`config.mk`:
```
export PLATFORM = sky130hd
export DESIGN_NAME = mm_feeder
export DESIGN_NICKNAME = d
export VERILOG_FILES = /design/src/rtl/mm_feeder.sv
export SDC_FILE = /design/constraint.sdc
export NUM_CORES = 1
export LEC_CHECK = 0
export CAP_MARGIN = 25
export CORE_MARGIN = 4
export CORE_UTILIZATION = 33
export CTS_BUF_LIST = sky130_fd_sc_hd__clkbuf_2
export DETAILED_ROUTE_END_ITERATION = 8
export PLACE_DENSITY = 0.51
export SYNTH_ARGS = -nofsm -noshare
export SYNTH_HDL_FRONTEND = slang
export SYNTH_SLANG_ARGS = --single-unit
```
`constraint.sdc`:
```
create_clock -name clk_i -period 13.8 [get_ports clk_i]
set_input_delay 2.07 -clock clk_i [delete_from_list [all_inputs] [get_ports clk_i]]
set_output_delay 2.07 -clock clk_i [all_outputs]
set_load 0.005 [all_outputs]
```
`src/rtl/mm_feeder.sv`:
```
// mm_feeder: buffers one tile of DEPTH input vectors (each paired with a
// weight), streams the tile to a multiplier in load order, waits for the
// multiplier's done pulse with a timeout, and holds the returned result
// until the consumer takes it.
module mm_feeder #(
  parameter int DATA_WIDTH   = 8,
  parameter int WEIGHT_WIDTH = 8,
  parameter int OUTPUT_WIDTH = 8,
  parameter int MAC_NUM      = 8,
  parameter int DEPTH        = 8,
  parameter int TIMEOUT      = 64
) (
  input  logic                             clk_i,
  input  logic                             rst_i,
  input  logic                             ld_valid_i,
  output logic                             ld_ready_o,
  input  logic [DATA_WIDTH*MAC_NUM-1:0]    ld_data_i,
  input  logic [WEIGHT_WIDTH-1:0]          ld_weight_i,
  output logic                             mm_en_o,
  output logic                             mm_valid_o,
  output logic [DATA_WIDTH*MAC_NUM-1:0]    mm_din_o,
  output logic [WEIGHT_WIDTH-1:0]          mm_win_o,
  input  logic                             mm_done_i,
  input  logic [OUTPUT_WIDTH*MAC_NUM-1:0]  mm_result_i,
  output logic                             res_valid_o,
  input  logic                             res_ready_i,
  output logic [OUTPUT_WIDTH*MAC_NUM-1:0]  res_data_o,
  output logic                             busy_o,
  output logic                             err_o
);

  localparam int VEC_W  = DATA_WIDTH * MAC_NUM;
  localparam int RES_W  = OUTPUT_WIDTH * MAC_NUM;
  localparam int WORD_W = VEC_W + WEIGHT_WIDTH;
  localparam int PTR_W  = (DEPTH > 1) ? $clog2(DEPTH) : 1;
  localparam int CNT_W  = $clog2(TIMEOUT + 1);
  localparam logic [PTR_W-1:0] PTR_LAST = PTR_W'(DEPTH - 1);
  localparam logic [CNT_W-1:0] CNT_LAST = CNT_W'(TIMEOUT - 1);

  typedef enum logic [1:0] {
    ST_FILL   = 2'd0,
    ST_STREAM = 2'd1,
    ST_WAIT   = 2'd2,
    ST_HOLD   = 2'd3
  } state_t;

  state_t             state_reg, state_next;
  logic [PTR_W-1:0]   wr_ptr_reg, wr_ptr_next;
  logic [PTR_W-1:0]   rd_ptr_reg, rd_ptr_next;
  logic [CNT_W-1:0]   wait_cnt_reg, wait_cnt_next;
  logic               ld_ready_reg, ld_ready_next;
  logic               mm_en_reg, mm_en_next;
  logic               mm_valid_reg, mm_valid_next;
  logic               res_valid_reg, res_valid_next;
  logic [RES_W-1:0]   res_data_reg, res_data_next;
  logic               busy_reg, busy_next;
  logic               err_reg, err_next;

  // Tile storage; the multiplier-facing word doubles as the registered read port.
  logic [WORD_W-1:0]  buffer_mem [DEPTH];
  logic [WORD_W-1:0]  mm_word_reg;
  logic               wr_en;
  logic               rd_en;
  logic [PTR_W-1:0]   rd_addr;

  // Only the FILL state ever advertises ready, so this is the accept strobe.
  assign wr_en = ld_valid_i && ld_ready_reg && (state_reg == ST_FILL);

  // Beat storage: no reset, a new tile always overwrites all DEPTH entries.
  always_ff @(posedge clk_i) begin
    if (wr_en) begin
      buffer_mem[wr_ptr_reg] <= {ld_data_i, ld_weight_i};
    end
  end

  // Registered read into the multiplier word; holds when not reading.
  always_ff @(posedge clk_i) begin
    if (rst_i) begin
      mm_word_reg <= '0;
    end else if (rd_en) begin
      mm_word_reg <= buffer_mem[rd_addr];
    end
  end

  // State and registered outputs.
  always_ff @(posedge clk_i) begin
    if (rst_i) begin
      state_reg     <= ST_FILL;
      wr_ptr_reg    <= '0;
      rd_ptr_reg    <= '0;
      wait_cnt_reg  <= '0;
      ld_ready_reg  <= 1'b1;
      mm_en_reg     <= 1'b0;
      mm_valid_reg  <= 1'b0;
      res_valid_reg <= 1'b0;
      res_data_reg  <= '0;
      busy_reg      <= 1'b0;
      err_reg       <= 1'b0;
    end else begin
      state_reg     <= state_next;
      wr_ptr_reg    <= wr_ptr_next;
      rd_ptr_reg    <= rd_ptr_next;
      wait_cnt_reg  <= wait_cnt_next;
      ld_ready_reg  <= ld_ready_next;
      mm_en_reg     <= mm_en_next;
      mm_valid_reg  <= mm_valid_next;
      res_valid_reg <= res_valid_next;
      res_data_reg  <= res_data_next;
      busy_reg      <= busy_next;
      err_reg       <= err_next;
    end
  end

  // Next-state logic; output registers are loaded with the values of the
  // state being entered so every output is flop-driven.
  always_comb begin
    state_next     = state_reg;
    wr_ptr_next    = wr_ptr_reg;
    rd_ptr_next    = rd_ptr_reg;
    wait_cnt_next  = wait_cnt_reg;
    ld_ready_next  = ld_ready_reg;
    mm_en_next     = mm_en_reg;
    mm_valid_next  = mm_valid_reg;
    res_valid_next = res_valid_reg;
    res_data_next  = res_data_reg;
    busy_next      = busy_reg;
    err_next       = err_reg;
    rd_en          = 1'b0;
    rd_addr        = '0;

    case (state_reg)
      ST_FILL: begin
        if (wr_en) begin
          wr_ptr_next = wr_ptr_reg + 1'b1;
          if (wr_ptr_reg == PTR_LAST) begin
            // Last beat written: fetch beat 0 so it is on the bus next cycle.
            state_next    = ST_STREAM;
            wr_ptr_next   = '0;
            rd_ptr_next   = '0;
            rd_en         = 1'b1;
            rd_addr       = '0;
            ld_ready_next = 1'b0;
            busy_next     = 1'b1;
            mm_en_next    = 1'b1;
            mm_valid_next = 1'b1;
          end
        end
      end

      ST_STREAM: begin
        if (rd_ptr_reg == PTR_LAST) begin
          // Last beat is on the bus; the word register keeps it during WAIT.
          state_next    = ST_WAIT;
          mm_valid_next = 1'b0;
          wait_cnt_next = '0;
        end else begin
          rd_ptr_next = rd_ptr_reg + 1'b1;
          rd_en       = 1'b1;
          rd_addr     = rd_ptr_reg + 1'b1;
        end
      end

      ST_WAIT: begin
        if (mm_done_i) begin
          // Done wins over the timeout on the final counted cycle.
          state_next     = ST_HOLD;
          res_data_next  = mm_result_i;
          res_valid_next = 1'b1;
          mm_en_next     = 1'b0;
        end else if (wait_cnt_reg == CNT_LAST) begin
          state_next    = ST_FILL;
          err_next      = 1'b1;
          wr_ptr_next   = '0;
          rd_ptr_next   = '0;
          wait_cnt_next = '0;
          ld_ready_next = 1'b1;
          mm_en_next    = 1'b0;
          busy_next     = 1'b0;
        end else begin
          wait_cnt_next = wait_cnt_reg + 1'b1;
        end
      end

      ST_HOLD: begin
        if (res_ready_i) begin
          state_next     = ST_FILL;
          res_valid_next = 1'b0;
          wr_ptr_next    = '0;
          rd_ptr_next    = '0;
          wait_cnt_next  = '0;
          ld_ready_next  = 1'b1;
          busy_next      = 1'b0;
        end
      end

      default: begin
        state_next = ST_FILL;
      end
    endcase
  end

  assign ld_ready_o  = ld_ready_reg;
  assign mm_en_o     = mm_en_reg;
  assign mm_valid_o  = mm_valid_reg;
  assign mm_din_o    = mm_word_reg[WORD_W-1:WEIGHT_WIDTH];
  assign mm_win_o    = mm_word_reg[WEIGHT_WIDTH-1:0];
  assign res_valid_o = res_valid_reg;
  assign res_data_o  = res_data_reg;
  assign busy_o      = busy_reg;
  assign err_o       = err_reg;

endmodule

```
==> impl_metrics.toml, run 1 <==
[yosys]
synth_area_leaders = "edfxtp_1 63%, dfxtp_1 11%, mux4_2 5.8%, o221a_2 2.8%, a221o_1 2.6%"
synth-edff-count = 576
synth-seq-area-share_pct = 73.9
avgSynthCellArea_um2 = 16.3
synth_area_mm2 = 0.0277
syn-num-nets = 1844
ys.flop_type = "edfxtp_1"
ys_ff_latch = 733
syn_inst = 1698
synth_cell_types = 55
synthArstFlopShare_pct = 0
ys.warnings.count = 0
synth.top_cell.area_share_pct = 62.5
yosysTopAreaCell = "edfxtp_1"

[timing]
setup-violations-final = 0
rsz0062_at_grt = "false"
maxSlewHeadroom_pct = 34.9
fmax_ghz = 0.217
fin_setup_tns_ns = 0
hold_viol = 0
final.setup.worst_slack_ns = 9.19
period_share_pct = 33.4
slew_viol_final = 0
period_needed_ns = 4.61
tightestPinTransition_ns = 0.975
skew_ns = 0.0957

[power]
vdd_ir_drop_max_mv = 0.0597
p_leak_nw = 11.0
clkPwrFrac_pct = 37.0
seqPwrFrac_pct = 59.9
sw_frac_of_total_pct = 23.5
power.switching_w = 0.000951
powerDensity_mw_per_mm2 = 121
internal_power_w = 0.00310
comb_power_share_pct = 3.1

[clock_network]
cts_setup_buffers = 0
clock-root-buffer = "clkbuf_2"
hold_buffers = 0
cts.htree.levels = 4
postCtsResizedCells = 0
cts_sinks = 733
cts_buffer_depth = 3
cts_tree = "built"
cts_inserted_buffers = 184
clk_latency_ns = 1.31
clk_pin_slew_ns = 0.09

[die]
start_util_pct = 33.5
fp.dieW_um = 298
core.rowCount = 105
fp.coreArea_mm2 = 0.0826
die_y_um = 298
boundaryPins = 283
die-area_mm2 = 0.0885

[worst_setup_path]
cp-startpoint = "ld_valid_i"
timing.rr.start = "rd_ptr_reg[0]"
rr_worst_depth = 9
worstPathRequired_ns = 14.68
path_class = "in2reg"
endpoint_kind = "flop"
critPathMaxFanout = 48
crit_path_start_kind = "primary input"
cp.arrival_ns = 5.49

[hold_path]
holdCritStartpoint = "res_data_o[60]"
holdCritPathClass = "reg2reg"
min_delay_path_depth = 2

[detailed_routing]
drc = 0
viasPerCell = 5.18
dr.first_iter.drc_count = 1116
routed_wl_um = 71000
ant_nets = 0
drt-wirelength-per-cell_um = 21.7
dr_total_vias = 17000
dr.pass1.iters = 4

[grt]
grt_max_degree = 124
antenna_found_initial = 8
first_global_vias = 17600
grt_use_total_pct = 15.8
grt-ovfl-total = 0
grt_pass1_wl_um = 108000

[run]
drv_cap = 0

[final_layout]
largest_register_ffs = 576
area_growth_syn_to_layout_pct = 21.1
drive_gt1_share_pct = 26.6
nNetsFinal = 2195
fill_cells = 7591

[placement]
place_congestion = 0.772
place_ws_ns = 7.84
port-buffer-count = 282
place_hpwl_um = 40400

[status]
status = "finished, final reports clean"
==> final timing paths <==
kind	end	slack, ns
worst max-delay path	buffer_mem[7][29]	9.19
worst min-delay path	res_data_o[60]	0.46
worst max register to register	mm_word_reg[55]	9.61
worst min register to register	res_data_o[60]	0.46
==> cells in the mapped netlist (all sizes together), types with 3 or more instances <==
| library cell | n |
|---|---|
| nor3 | 5 |
| o21a | 3 |
| nand3 | 3 |
| a31oi | 72 |
| a221o | 73 |
| o221a | 70 |
| or3b | 70 |
| clkbuf | 131 |
| nor2b | 5 |
| ha | 5 |
| mux2 | 4 |
| o21ai | 73 |
| edfxtp | 576 |
| and2 | 3 |
| nor2 | 17 |
| or4b | 3 |
| mux4 | 71 |
| dfxtp | 157 |
| o31ai | 6 |
| a21oi | 79 |
| nor4 | 70 |
| nand2 | 141 |
| buf | 16 |
| nand2b | 7 |
==> cell type report <==
class	instances	area, µm²	area share (%)
inverters	2	7.51	0.0224
well taps	1070	1340	4.00
clock inverters	38	246	0.736
repair buffers	312	3210	9.59
diodes	3	7.51	0.0224
clock buffers	304	1520	4.54
flip-flops and latches	733	20400	61.0
multi-input cells	816	6720	20.1
==> per-layer routing <==
| metal | vias to the layer above | routed length (µm) | track usage (%) |
|---|---|---|---|
| li1 | 7739 | - | - |
| met1 | 8606 | 30000 | 19.7 |
| met2 | 512 | 34900 | 26.3 |
| met3 | 101 | 4870 | 5.08 |
| met4 | 10 | 1120 | 4.66 |
| met5 | - | 70 | 0 |
==> cell families after synthesis <==
| logic type | count (synthesis) | share of synthesized area [%] |
|---|---|---|
| and+or+nand+nor | 338 | 6.93 |
| adders and majority gates | 5 | 0.226 |
| xor gates and xnor gates | 1 | 0.0317 |
| AOI/OAI and AO/OA | 395 | 10.7 |
| buffers and inverters | 149 | 2.22 |
| DFF | 733 | 73.9 |
| muxes | 77 | 6.02 |
==> power by group through the flow <==
stage	logic (W)	clock network, W	registers [W]
3_3_place_gp	0.000126	0	0.00248
2_1_floorplan	0.0000371	0	0.00248
6_report	0.000126	0.00150	0.00243
4_1_cts	0.000129	0.00157	0.00243
3_5_place_dp	0.000128	0	0.00248
5_1_grt	0.000137	0.00169	0.00243
==> placed cells by master, fill, tap and decap left out, types with 7 or more instances in the layout <==
cell and count:
nor4_1 70, a221o_1 73, edfxtp_1 576, a31oi_1 72, mux4_2 71, clkbuf_2 304
dfxtp_1 156, clkdlybuf4s50_1 281, nor2_1 10, clkinv_1 23, a21oi_1 79, nand2_1 140
nor2_4 7, buf_4 20, o21ai_0 73, or3b_2 70, o221a_2 70
==> metrics by stage <==
stage	util (%)	cell area, µm²	cells	hold slack [ns]	total power, W
final	40.5	33500	3278	0.456	0.00405
after global routing	40.5	33500	3276	0.475	0.00426
after CTS	40.4	33400	3270	0.460	0.00413
after detailed placement	38.2	31600	2928	0.447	0.00261
after global placement	38.1	31500	2923	0.441	0.00260
after floorplan	-	27700	1698	0.439	0.00252
==> critical path, cell delays in order <==
cell and delay (ns):
clkdlybuf4s50_1 0.50, nor4bb_1 0.75, nand2_1 0.42, nor2_4 0.86
buf_4 0.82
Note: power is estimated with default switching activity, not from simulation.
==> run 2, diff against run 1 <==
==> constraint.sdc (replaced) <==
create_clock -name clk_i -period 4.58 [get_ports clk_i]
set_input_delay 0.687 -clock clk_i [delete_from_list [all_inputs] [get_ports clk_i]]
set_output_delay 0.687 -clock clk_i [all_outputs]
set_load 0.005 [all_outputs]
==> run 2 against run 1 <==
Effect of this change: combinational power grew to 3.8 times the previous value; register-to-register slack worse by 8.0 ns; total power rose to 3.0 times the previous value; critical path type is now reg2out; largest cell class unchanged.
==> impl_metrics.toml, run 2 (synthesis gave the netlist of run 1 again) <==
[power]
seqPwrFrac_pct = 59.4
sw_frac_of_total_pct = 24.0
vdd_ir_drop_max_mv = 0.171
power.switching_w = 0.00296
internal_power_w = 0.00935
p_leak_nw = 11.6
comb_power_share_pct = 3.9
powerDensity_mw_per_mm2 = 353
clkPwrFrac_pct = 36.7

[timing]
slew_viol_final = 0
hold_viol = 0
setup-violations-final = 0
rsz0062_at_grt = "false"
maxSlewHeadroom_pct = 33.1
fmax_ghz = 0.330
period_needed_ns = 3.03
period_share_pct = 66.1
skew_ns = 0.130
fin_setup_tns_ns = 0
tightestPinTransition_ns = 1.00

[clock_network]
cts_sinks = 733
cts_tree = "built"
clk_latency_ns = 1.36
postCtsResizedCells = 0
cts.htree.levels = 4
cts_buffer_depth = 3
cts_inserted_buffers = 189
cts_setup_buffers = 0
clk_pin_slew_ns = 0.11
clock-root-buffer = "clkbuf_2"
hold_buffers = 123

[detailed_routing]
routed_wl_um = 72000
dr.first_iter.drc_count = 1016
dr.pass1.iters = 5
ant_nets = 0
viasPerCell = 5.14
drc = 0
dr_total_vias = 17600
drt-wirelength-per-cell_um = 21.1

[worst_setup_path]
path_class = "reg2out"
cp.arrival_ns = 2.34
endpoint_kind = "output port"
critPathMaxStageDelay_ns = 0.71
crit_family = "buffers and inverters"
crit_chain = "clkdlybuf4s50_1"
critPathMaxFanout = 2
crit_buf_inv = 1
slowest_stage = "clkdlybuf4s50_1"
worstPathRequired_ns = 3.89
crit_path_start_kind = "flop"

[final_layout]
area_growth_syn_to_layout_pct = 26.2
finish.utilization_pct = 42.2
nNetsFinal = 2330
largest_register_ffs = 576
layout_common_cells = "576 x edfxtp_1, 292 x clkbuf_2, 281 x clkdlybuf4s50_1"
final_common_cell = "edfxtp_1"
drive_gt1_share_pct = 25.2
fill_cells = 7507

[status]
status = "finished, final reports clean"

[die]
boundaryPins = 283
start_util_pct = 33.5
die-area_mm2 = 0.0885
fp.coreArea_mm2 = 0.0826
fp.dieW_um = 298
die_y_um = 298
core.rowCount = 105

[grt]
grt_max_degree = 212
grt_use_total_pct = 15.8
antenna_found_initial = 3
grt-ovfl-total = 0
grt_pass1_wl_um = 108000
first_global_vias = 17900

[placement]
port-buffer-count = 282
place_hpwl_um = 39600
place_congestion = 0.781

[hold_path]
holdCritPathClass = "in2reg"

[run]
drv_cap = 0
-- run 2: final timing paths --
path | startpoint | to | slack (ns) | depth (start not counted)
setup reg to reg | state_reg[0] | mm_word_reg[64] | 1.60 | 4
setup / recovery | mm_word_reg[7] | mm_win_o[7] | 1.55 | 1
hold / removal | ld_data_i[0] | buffer_mem[4][8] | 0.20 | 1
hold reg to reg | res_data_o[29] | res_data_o[29] | 0.46 | 2
-- run 2: layout make-up --
type | instances | area, µm² | area share (%)
clock inverters | 63 | 337 | 0.964
flip-flops and latches | 733 | 20400 | 58.6
well taps | 1070 | 1340 | 3.84
multi-input cells | 816 | 6730 | 19.3
diodes | 1 | 2.50 | 0.00717
clock buffers | 292 | 1460 | 4.19
repair buffers | 442 | 4580 | 13.1
inverters | 2 | 7.51 | 0.0215
-- run 2: per-stage QoR --
step	std cells	setup slack [ns]	area (µm²)	hold slack, ns	total power, W
4_1_cts	3417	1.29	34900	0.000693	0.0126
3_3_place_gp	2937	1.28	31800	0.442	0.00785
2_1_floorplan	1698	-0.301	27700	0.439	0.00758
6_report	3419	1.55	34900	0.203	0.0123
3_5_place_dp	2939	1.39	31800	0.447	0.00786
5_1_grt	3419	1.34	34900	0.0452	0.0129
-- run 2: power by group through the flow --
stage | logic (W) | clock network (W) | registers (W)
floorplan | 0.000112 | 0 | 0.00747
global placement | 0.000393 | 0 | 0.00746
detailed placement | 0.000399 | 0 | 0.00746
CTS | 0.000489 | 0.00475 | 0.00731
global route | 0.000517 | 0.00510 | 0.00732
finish | 0.000482 | 0.00452 | 0.00731
-- run 2: routing by layer --
metal  track usage (%)  vias up  part of all wire, %
met2              25.9      556                   48
met5                 0        -                0.018
li1                  -     8023                    -
met4              4.78        2                  1.6
met3              4.11      105                  5.8
met1              20.8     8873                   45
==> run 3, diff against run 2 <==
==> constraint.sdc (replaced) <==
create_clock -name clk_i -period 3.1 [get_ports clk_i]
set_input_delay 0.465 -clock clk_i [delete_from_list [all_inputs] [get_ports clk_i]]
set_output_delay 0.465 -clock clk_i [all_outputs]
set_load 0.005 [all_outputs]
==> run 3 against run 2 <==
Effect of this change: clock skew is 0.015 ns lower; worst hold slack improved by 0.087 ns; total power rose by 49%; sequential power grew 48%; cell count rose by 0.67%; count of clock-buffer cells in the layout shrank 11; register-to-register slack lost 1.1 ns; utilization grew 0.56 points; highest routed layer unchanged.
==> impl_metrics.toml, run 3 (synthesis gave the netlist of run 1 again) <==
[clock_network]
clock-root-buffer = "clkbuf_2"
clk_latency_ns = 1.32
cts_inserted_buffers = 183
cts_tree = "built"
clk_pin_slew_ns = 0.09
cts_buffer_depth = 3
cts.htree.levels = 4
cts_sinks = 733
postCtsResizedCells = 0

[timing]
hold_viol = 0
maxSlewHeadroom_pct = 38.9
tightestPinTransition_ns = 0.916
period_share_pct = 88.6
final.setup.worst_slack_ns = 0.353
whs_ns = 0.290
period_needed_ns = 2.75
skew_ns = 0.116
slew_viol_final = 0
fmax_ghz = 0.364
setup-violations-final = 0
fin_setup_tns_ns = 0
rsz0062_at_grt = "false"

[worst_setup_path]
crit_chain = "clkdlybuf4s50_1"
timing.rr.start = "rd_ptr_reg[1]"
r2r-end = "mm_word_reg[69]"
crit_path_start_kind = "flop"
crit_buf_inv = 1
path_class = "reg2out"
endpoint_kind = "output port"
crit_family = "buffers and inverters"
slowest_stage = "clkdlybuf4s50_1"
rr_worst_depth = 6
worstPathRequired_ns = 2.63
cp.arrival_ns = 2.28
critPathMaxFanout = 2
reg2reg_slack_ns = 0.48
critPathMaxStageDelay_ns = 0.56

[die]
start_util_pct = 33.5
die-area_mm2 = 0.0885
boundaryPins = 283
fp.dieW_um = 298
core.rowCount = 105
die_y_um = 298
fp.coreArea_mm2 = 0.0826

[power]
powerDensity_mw_per_mm2 = 517
vdd_ir_drop_max_mv = 0.262
power_w = 0.0183
p_leak_nw = 11.7

[placement]
place_ws_ns = 0.320
place_congestion = 0.843
port-buffer-count = 282
place_hpwl_um = 40500

[detailed_routing]
drc = 0
viasPerCell = 5.10
dr.first_iter.drc_count = 1122
dr_total_vias = 17600
dr.pass1.iters = 5
routed_wl_um = 71800
drt-wirelength-per-cell_um = 20.9
ant_nets = 0

[hold_path]
holdCritPathClass = "in2reg"
min_delay_path_depth = 4
holdCritStartpoint = "mm_result_i[25]"
min_to = "res_data_o[25]"

[grt]
grt_pass1_wl_um = 110000
antenna_found_initial = 5
first_global_vias = 18300
grt_use_total_pct = 16.0
grt_max_degree = 154
grt-ovfl-total = 0

[final_layout]
layout_common_cells = "576 x edfxtp_1, 281 x clkbuf_2, 281 x clkdlybuf4s50_1"
area_growth_syn_to_layout_pct = 27.8
nNetsFinal = 2360
finish.utilization_pct = 42.8
final_common_cell = "edfxtp_1"
fill_cells = 7478
largest_register_ffs = 576
drive_gt1_share_pct = 24.6

[run]
drv_cap = 0

[status]
status = "finished, final reports clean"
-- run 3: area by class of cell --
cell class / count / area [µm²] / share of cell area [%]
Clock inverter: 58 / 397 / 1.12
Sequential cell: 733 / 20400 / 57.8
Timing Repair Buffer: 478 / 5010 / 14.2
Multi-Input combinational cell: 816 / 6750 / 19.1
Clock buffer: 281 / 1410 / 3.98
Antenna cell: 4 / 10.0 / 0.0283
Tap cell: 1070 / 1340 / 3.79
Inverter: 2 / 7.51 / 0.0212
-- run 3: worst max path at each step --
stage	startpoint	endpoint	slack (ns)	cells after the start
after floorplan	state_reg[0]	buffer_mem[6][0]	-0.28	4
after global placement	ld_valid_i	buffer_mem[0][37]	0.31	5
after detailed placement	ld_valid_i	buffer_mem[0][2]	0.32	5
after CTS	mm_word_reg[17]	mm_din_o[9]	0.04	1
after global routing	mm_word_reg[14]	mm_din_o[6]	0.05	1
final	mm_word_reg[50]	mm_din_o[42]	0.35	1
-- run 3: what timing repair did --
item | in CTS | in global routing
hold buffers | 156 | 0
hold endpoints to repair | 732 | 0
setup buffers | 0 | 0
-- run 3: layer usage --
layer	track usage (%)	share of wire [%]	vias to the layer above
met5	0	0.018	-
met4	4.95	1.8	2
met3	4.54	5.8	108
met2	26.6	48	509
met1	20.4	44	8865
li1	-	-	8079
-- run 3: metrics by stage --
step	instance area (µm²)	cells
6_report	35400	3442
5_1_grt	35400	3440
4_1_cts	35300	3437
3_5_place_dp	32000	2942
3_3_place_gp	31900	2941
2_1_floorplan	27700	1698
-- run 3: worst min-delay path, cell delays in order --
cell	delay (ns)
dlygate4sd3_1	0.54
clkdlybuf4s50_1	0.43
nand2_1	0.07
a21oi_1	0.06
-- run 3: report_power, final --
group	switching (W)	internal, W	total [W]
Sequential	0.0000408	0.0108	0.0108
Clock	0.00388	0.00286	0.00674
Combinational	0.000377	0.000373	0.000750
Total	0.00430	0.0140	0.0183
